$ cat config.mk
export PLATFORM = sky130hd
export DESIGN_NAME = chad_io_bridge
export DESIGN_NICKNAME = d
export VERILOG_FILES = /design/src/rtl/chad_io_bridge.sv
export SDC_FILE = /design/constraint.sdc
export NUM_CORES = 1
export LEC_CHECK = 0
export CORE_MARGIN = 5
export CORE_UTILIZATION = 25
export CTS_CLUSTER_DIAMETER = 60
export DETAILED_ROUTE_END_ITERATION = 16
export PLACE_DENSITY_LB_ADDON = 0.15
export SLEW_MARGIN = 20
export SYNTH_ARGS = -nofsm -noshare
export SYNTH_HDL_FRONTEND = slang
export SYNTH_SLANG_ARGS = --single-unit
$ cat constraint.sdc
create_clock -name clk -period 2.6 [get_ports clk]
set_clock_uncertainty 0.15 [all_clocks]
set_input_delay 0.65 -clock clk [delete_from_list [all_inputs] [get_ports clk]]
set_output_delay 0.65 -clock clk [all_outputs]
set_load 0.01 [all_outputs]
$ cat src/rtl/chad_io_bridge.sv
// Bridges the chad core's single-cycle I/O strobes to a req/ack peripheral bus,
// stalling the core via cpu_hold until the peripheral acks or the access times out.
module chad_io_bridge #(
  parameter int WIDTH   = 18,
  parameter int TIMEOUT = 255
) (
  input  logic             clk,
  input  logic             resetq,
  input  logic             io_rd,
  input  logic             io_wr,
  input  logic [14:0]      io_addr,
  input  logic [WIDTH-1:0] io_wdata,
  output logic [WIDTH-1:0] io_din,
  output logic             cpu_hold,
  output logic             p_req,
  output logic             p_we,
  output logic [14:0]      p_addr,
  output logic [WIDTH-1:0] p_wdata,
  input  logic [WIDTH-1:0] p_rdata,
  input  logic             p_ack,
  output logic             err,
  input  logic             err_clr
);

  localparam int            CW       = $clog2(TIMEOUT + 1);
  localparam logic [CW-1:0] CNT_LAST = CW'(TIMEOUT - 1);

  typedef enum logic [1:0] {
    IDLE = 2'd0,
    REQ  = 2'd1,
    DONE = 2'd2
  } state_e;

  state_e           state_q, state_d;
  logic             p_we_q, p_we_d;
  logic [14:0]      p_addr_q, p_addr_d;
  logic [WIDTH-1:0] p_wdata_q, p_wdata_d;
  logic [WIDTH-1:0] data_q, data_d;
  logic             err_q, err_d;
  logic [CW-1:0]    cnt_q, cnt_d;
  logic             strobe;
  logic             timeout;

  assign strobe  = io_rd | io_wr;
  assign timeout = (state_q == REQ) && !p_ack && (cnt_q == CNT_LAST);

  always_comb begin
    // NOTE: every signal written here gets its default first, so no path
    // through the case can leave one unassigned and infer a latch.
    state_d   = state_q;
    p_we_d    = p_we_q;
    p_addr_d  = p_addr_q;
    p_wdata_d = p_wdata_q;
    data_d    = data_q;
    cnt_d     = cnt_q;
    cpu_hold  = 1'b0;

    case (state_q)
      IDLE: begin
        // Gated by resetq so the core is released the instant reset asserts.
        cpu_hold = resetq & strobe;
        if (strobe) begin
          p_addr_d  = io_addr;
          p_wdata_d = io_wdata;
          p_we_d    = io_wr;
          cnt_d     = '0;
          state_d   = REQ;
        end
      end
      REQ: begin
        cpu_hold = 1'b1;
        cnt_d    = cnt_q + CW'(1);
        if (p_ack) begin
          if (!p_we_q) data_d = p_rdata;
          state_d = DONE;
        end else if (cnt_q == CNT_LAST) begin
          data_d  = '1;
          state_d = DONE;
        end
      end
      // The strobe still visible here belongs to the finished instruction.
      DONE:    state_d = IDLE;
      default: state_d = IDLE;
    endcase

    err_d = err_q;
    if (err_clr)      err_d = 1'b0;
    else if (timeout) err_d = 1'b1;
  end

  // NOTE: state uses non-blocking assignments so every flop samples the
  // pre-edge values computed above, independent of statement order.
  always_ff @(posedge clk or negedge resetq) begin
    if (!resetq) begin
      state_q   <= IDLE;
      p_we_q    <= 1'b0;
      p_addr_q  <= '0;
      p_wdata_q <= '0;
      data_q    <= '0;
      err_q     <= 1'b0;
      cnt_q     <= '0;
    end else begin
      state_q   <= state_d;
      p_we_q    <= p_we_d;
      p_addr_q  <= p_addr_d;
      p_wdata_q <= p_wdata_d;
      data_q    <= data_d;
      err_q     <= err_d;
      cnt_q     <= cnt_d;
    end
  end

  assign p_req   = (state_q == REQ);
  assign p_we    = p_we_q;
  assign p_addr  = p_addr_q;
  assign p_wdata = p_wdata_q;
  assign io_din  = data_q;
  assign err     = err_q;

endmodule

* After elaboration in Yosys (flattened, before gate mapping) *
Cells that the tools add are included.
Widths: inputs -> output; s select.

operators by class
  add/sub/neg operators = 1
  $mul = 0
  divide/modulo/power cells = 0
  magnitude comparators = 0
  equal/unequal tests = 5
  shifts and indexed selects = 0
  multiplexer cells = 12
  bitwise logic cells = 2
  reduce and logical (&&, ||, !) cells = 11

operator list
  cell                 number
  $mux 18              3
  $pmux 8 s2           1
  $add 8x1->8 const B  1
  $eq 8x8->1 const B   1
  $mux 8               1
  $mux 2               3
  $reduce_and 2->1     3
  $reduce_bool 2->1    3
  $ne 2x2->1 const B   2
  $pmux 2 s2           1
  $ne 3x1->1 const B   1
  $reduce_and 3->1     1
  $eq 2x1->1 const B   1
  $logic_and 1x1->1    2
  $logic_not 2->1      1
  $mux 1               2
  $pmux 1 s2           1
  $and 1x1->1          1
  $logic_not 1->1      1
  $or 1x1->1           1

storage, ports and cells
  bits in registers = 63
  bits in latches = 0
  bits in writable memories = 0
  memory bits (read-only) = 0
  input bits = 57
  output and inout port bits = 55
  logic and storage cells = 38
  memories = 0

* Longest topological paths before layout *
  depth in word-level cells = 5
  mapped depth = 7
  gate-level depth less buffers = 5

* Worst setup path after synthesis *
No wires, ideal clock.

  kind = in2reg
  start = input io_wr
  end = register p_addr_q[0], in the netlist p_addr[0]
  setup time = 0.125 ns
  data arrival time = 1.564 ns
  data required time = 2.325 ns
  slack = 0.761 ns
  cell stages on the path = 4
  buffers on the path = 1
  cells stage by stage = nor2_1 nor2_4 buf_4 mux2_2

between the ends
  longest elaborated chain between the ends = 2

ends and longest elaborated chain
  item                               line  RTL
  start: declaration                 10    input logic io_wr,
  $or 1x1->1                         44    assign strobe = io_rd | io_wr;
  $reduce_and 2->1 (no source line)  n/a
  end signal: assignment             105   p_addr_q <= p_addr_d;
  end: declaration                   36    logic [14:0] p_addr_q, p_addr_d;

Every way passes these cells.
A chain may end at the register's enable or synchronous reset.

* Worst setup path after layout *
  start = register state_q[1]
  end = output p_req

between the ends
  longest elaborated chain between the ends = 1

ends and longest elaborated chain
  item                      line  RTL
  start: declaration        34    state_e state_q, state_d;
  start signal: assignment  103   state_q <= state_d;
  $eq 2x1->1                113   assign p_req = (state_q == REQ);
  end: declaration          15    output logic p_req,

Every way passes these cells.

==> flow_metrics.tcl <==
set metrics [dict create \
    synth_seq_cells 63 \
    rsz0062_at_grt "false" \
    clk_pin_slew_ns 0.07 \
    yosysMostFrequentCell "dfrtp_1" \
    cp-end-kind "output port" \
    routed_wl_um 6663 \
    final_layout_size_suffix_gt1_share_pct 23.58 \
    first_iter_violations 70 \
    gp_congestion 0.6952 \
    grt_start_max_net_pins 64 \
    powerDensity_nw_per_um2 1136 \
    grt_pass1_wl_um 10920 \
    synth_area_leaders "dfrtp_1 (59%), mux2_2 (14%), a2bb2oi_2 (5.6%)" \
    hold_viol 0 \
    cts_tree "built" \
    yosysTopAreaCell "dfrtp_1" \
    drt_first_pass_iters 4 \
    path_class "flip-flop to output port" \
    nets 372 \
    synth_edf_count 0 \
    overflow 0 \
    wire_per_inst_um 14.68 \
    antenna_cells 0 \
    core_um2 10370 \
    power.total_uw 4705 \
    crit_buf_inv 2 \
    place_ws_ns -0.1181 \
    ys_seq_area_share_pct 59.04 \
    ir_worst_vdd_mv 0.4403 \
    dieArea_um2 12850 \
    layout.cells.non_filler 454 \
    syn_area_um2 2670 \
    post-route-period-util_pct 95.19 \
    holdBufCountCts 0 \
    crit_path_top_delay_cell "clkdlybuf4s50_1" \
    critical_path_required_ns 1.80 \
    vias 1936 \
    hpwl_um 4827 \
    cp_slowest_stage_delay_ns 0.54 \
    drv_cap 0 \
    worstPathCellList "nand2b_4, inv_2, clkdlybuf4s50_1" \
    nFillCells 1033 \
    numClockSinks 63 \
    ys_top_cells_by_count "dfrtp_1 (63), mux2_2 (33), nor2_1 (22)" \
    wl_met1_um 3050 \
    cts_buffers 9 \
    yosysWarnings 0 \
    syn_area_per_cell_um2 13.91 \
    synth_cells 192 \
    topRoutingLayerUsed "met4" \
    yosysTopAreaCellShare_pct 59.04 \
    wl_met2_um 2887 \
    cpLargestDelayFamily "buffers and inverters" \
    track_usage_pct 10.74 \
    die_w_um 113.3 \
    grt_pass1_vias 2061 \
    dp_cells 438 \
    row_count 37 \
    postRouteAntennaNets 0 \
    critical_path.max_fanout 12 \
    clock_latency_ns 0.33 \
    ctsLongestPathBuffers 2 \
    setup_viol 0 \
    vias_per_cell 4.264 \
    met3_length_um 653 \
    ys.flop_type "dfrtp_1" \
    io_pins 112 \
    leakagePower_uw 0.001673 \
    worstPathArrival_ns 1.67 \
    layout_setup_ws_ns 0.1252 \
    drc 0 \
    clock-root-buffer "clkbuf_8" \
    tightest_slew_ns 0.8124 \
    seq_area_um2 1578 \
    outcome "completed" \
    period_minus_slack_ns 2.475 \
    relSlewSlack_pct 45.84 \
    synth_async_sr_flop_share_pct 100.0 \
    port_buffers 111 \
    area_growth_pct 55.11 \
    synth_nets 251 \
    cts_htree_levels 3 \
    fmax_mhz 404.1 \
    worstSetupStartpointType "flip-flop" \
    start_util_pct 25.75 \
    yosysUniqueCellTypes 37 \
    hp-class "flip-flop to flip-flop" \
    final-max-slew-violation-count 0 \
    die_h_um 113.3 \
    multi_input_area_um2 1003 \
    antenna_found_initial 0 \
]
==> layer usage <==
metal / vias up / track usage [%]
met4: 0 / 3.606
met5: - / 0
met3: 6 / 5.401
met1: 917 / 13.91
li1: 932 / -
met2: 81 / 15.52
==> timing repair <==
item	4_1_cts	5_1_grt
pin swaps	0	0
setup buffers	0	0
resized for setup	1	2
endpoints found under the setup margin	1	1
cloned	0	0
==> final timing paths <==
| check | slack [ns] | cells past startpoint | start | end |
|---|---|---|---|---|
| max | 0.13 | 3 | state_q[1] | p_req |
| min reg2reg | 0.35 | 1 | p_addr[3] | p_addr[3] |
| min in group asynchronous | 0.38 | 2 | resetq | io_din[0] |
| max in group asynchronous | 1.37 | 2 | resetq | state_q[1] |
| min | 0.35 | 1 | p_addr[3] | p_addr[3] |
| max reg2reg | 0.67 | 4 | state_q[0] | p_wdata[5] |
==> metrics by stage <==
step / util [%] / TNS (ns) / hold WS, ns / cell area [µm²]
floorplan: - / 0 / 0.2044 / 2670
global placement: 38.10 / -0.1110 / 0.3195 / 3951
detailed placement: 38.10 / -0.1181 / 0.3446 / 3951
CTS: 39.93 / 0 / 0.3589 / 4140
global route: 39.94 / 0 / 0.3720 / 4141
finish: 39.94 / 0 / 0.3536 / 4141
==> report_power, final <==
part / leakage (µW) / switching, µW / total, µW / internal (µW)
clock network: 0.000100 / 364 / 829 / 465
registers: 0.000739 / 262 / 1690 / 1420
logic: 0.000834 / 846 / 2190 / 1340
==> state kept, by name, indices dropped and copies added, names as in the netlist <==
name and flops:
p_addr 15, state_q 2, err 1, cnt_q 8
p_we 1, p_wdata 18, io_din 18
==> worst register-to-register path, cell delays in order, from the launching register on <==
cell and delay (ns):
dfrtp_1 0.48, or2_1 0.38, nor2_4 0.23, buf_12 0.21, mux2_2 0.36
==> layout make-up <==
cell class	count	share of cell area, %
Timing Repair Buffer	120	28.61
Tap cell	136	4.109
Multi-Input combinational cell	115	24.23
Sequential cell	63	38.10
Inverter	4	0.3625
Clock buffer	12	3.505
Clock inverter	4	1.088
==> cells in the final DEF, fill, tap and decap left out, types with 2 or more instances in the layout <==
cell type	Yosys	routed
a21oi_1	2	2
nand2_1	5	5
clkbuf_1	1	2
a2bb2oi_1	8	8
clkinv_2	0	3
nor2_1	22	22
inv_1	4	3
buf_4	3	8
mux2_2	33	33
clkbuf_8	0	10
dfrtp_1	63	62
ha_1	2	2
o21ai_0	5	5
a2bb2oi_2	10	10
clkdlybuf4s50_1	0	109
nand3_1	3	3
mux2i_1	4	4
o22ai_1	2	2
==> cells by family (layout without fill, tap and decap cells) <==
logic type / after synthesis / count (layout) / synth area share (%)
DFF: 63 / 63 / 59.04
adders and majority gates: 2 / 2 / 0.9371
buffers and inverters: 14 / 140 / 3.936
xor gates and xnor gates: 1 / 1 / 0.3281
AOI/OAI and AO/OA: 34 / 34 / 12.14
and+or+nand+nor: 41 / 41 / 8.201
muxes: 37 / 37 / 15.42
(Power assumes the default switching activity.)
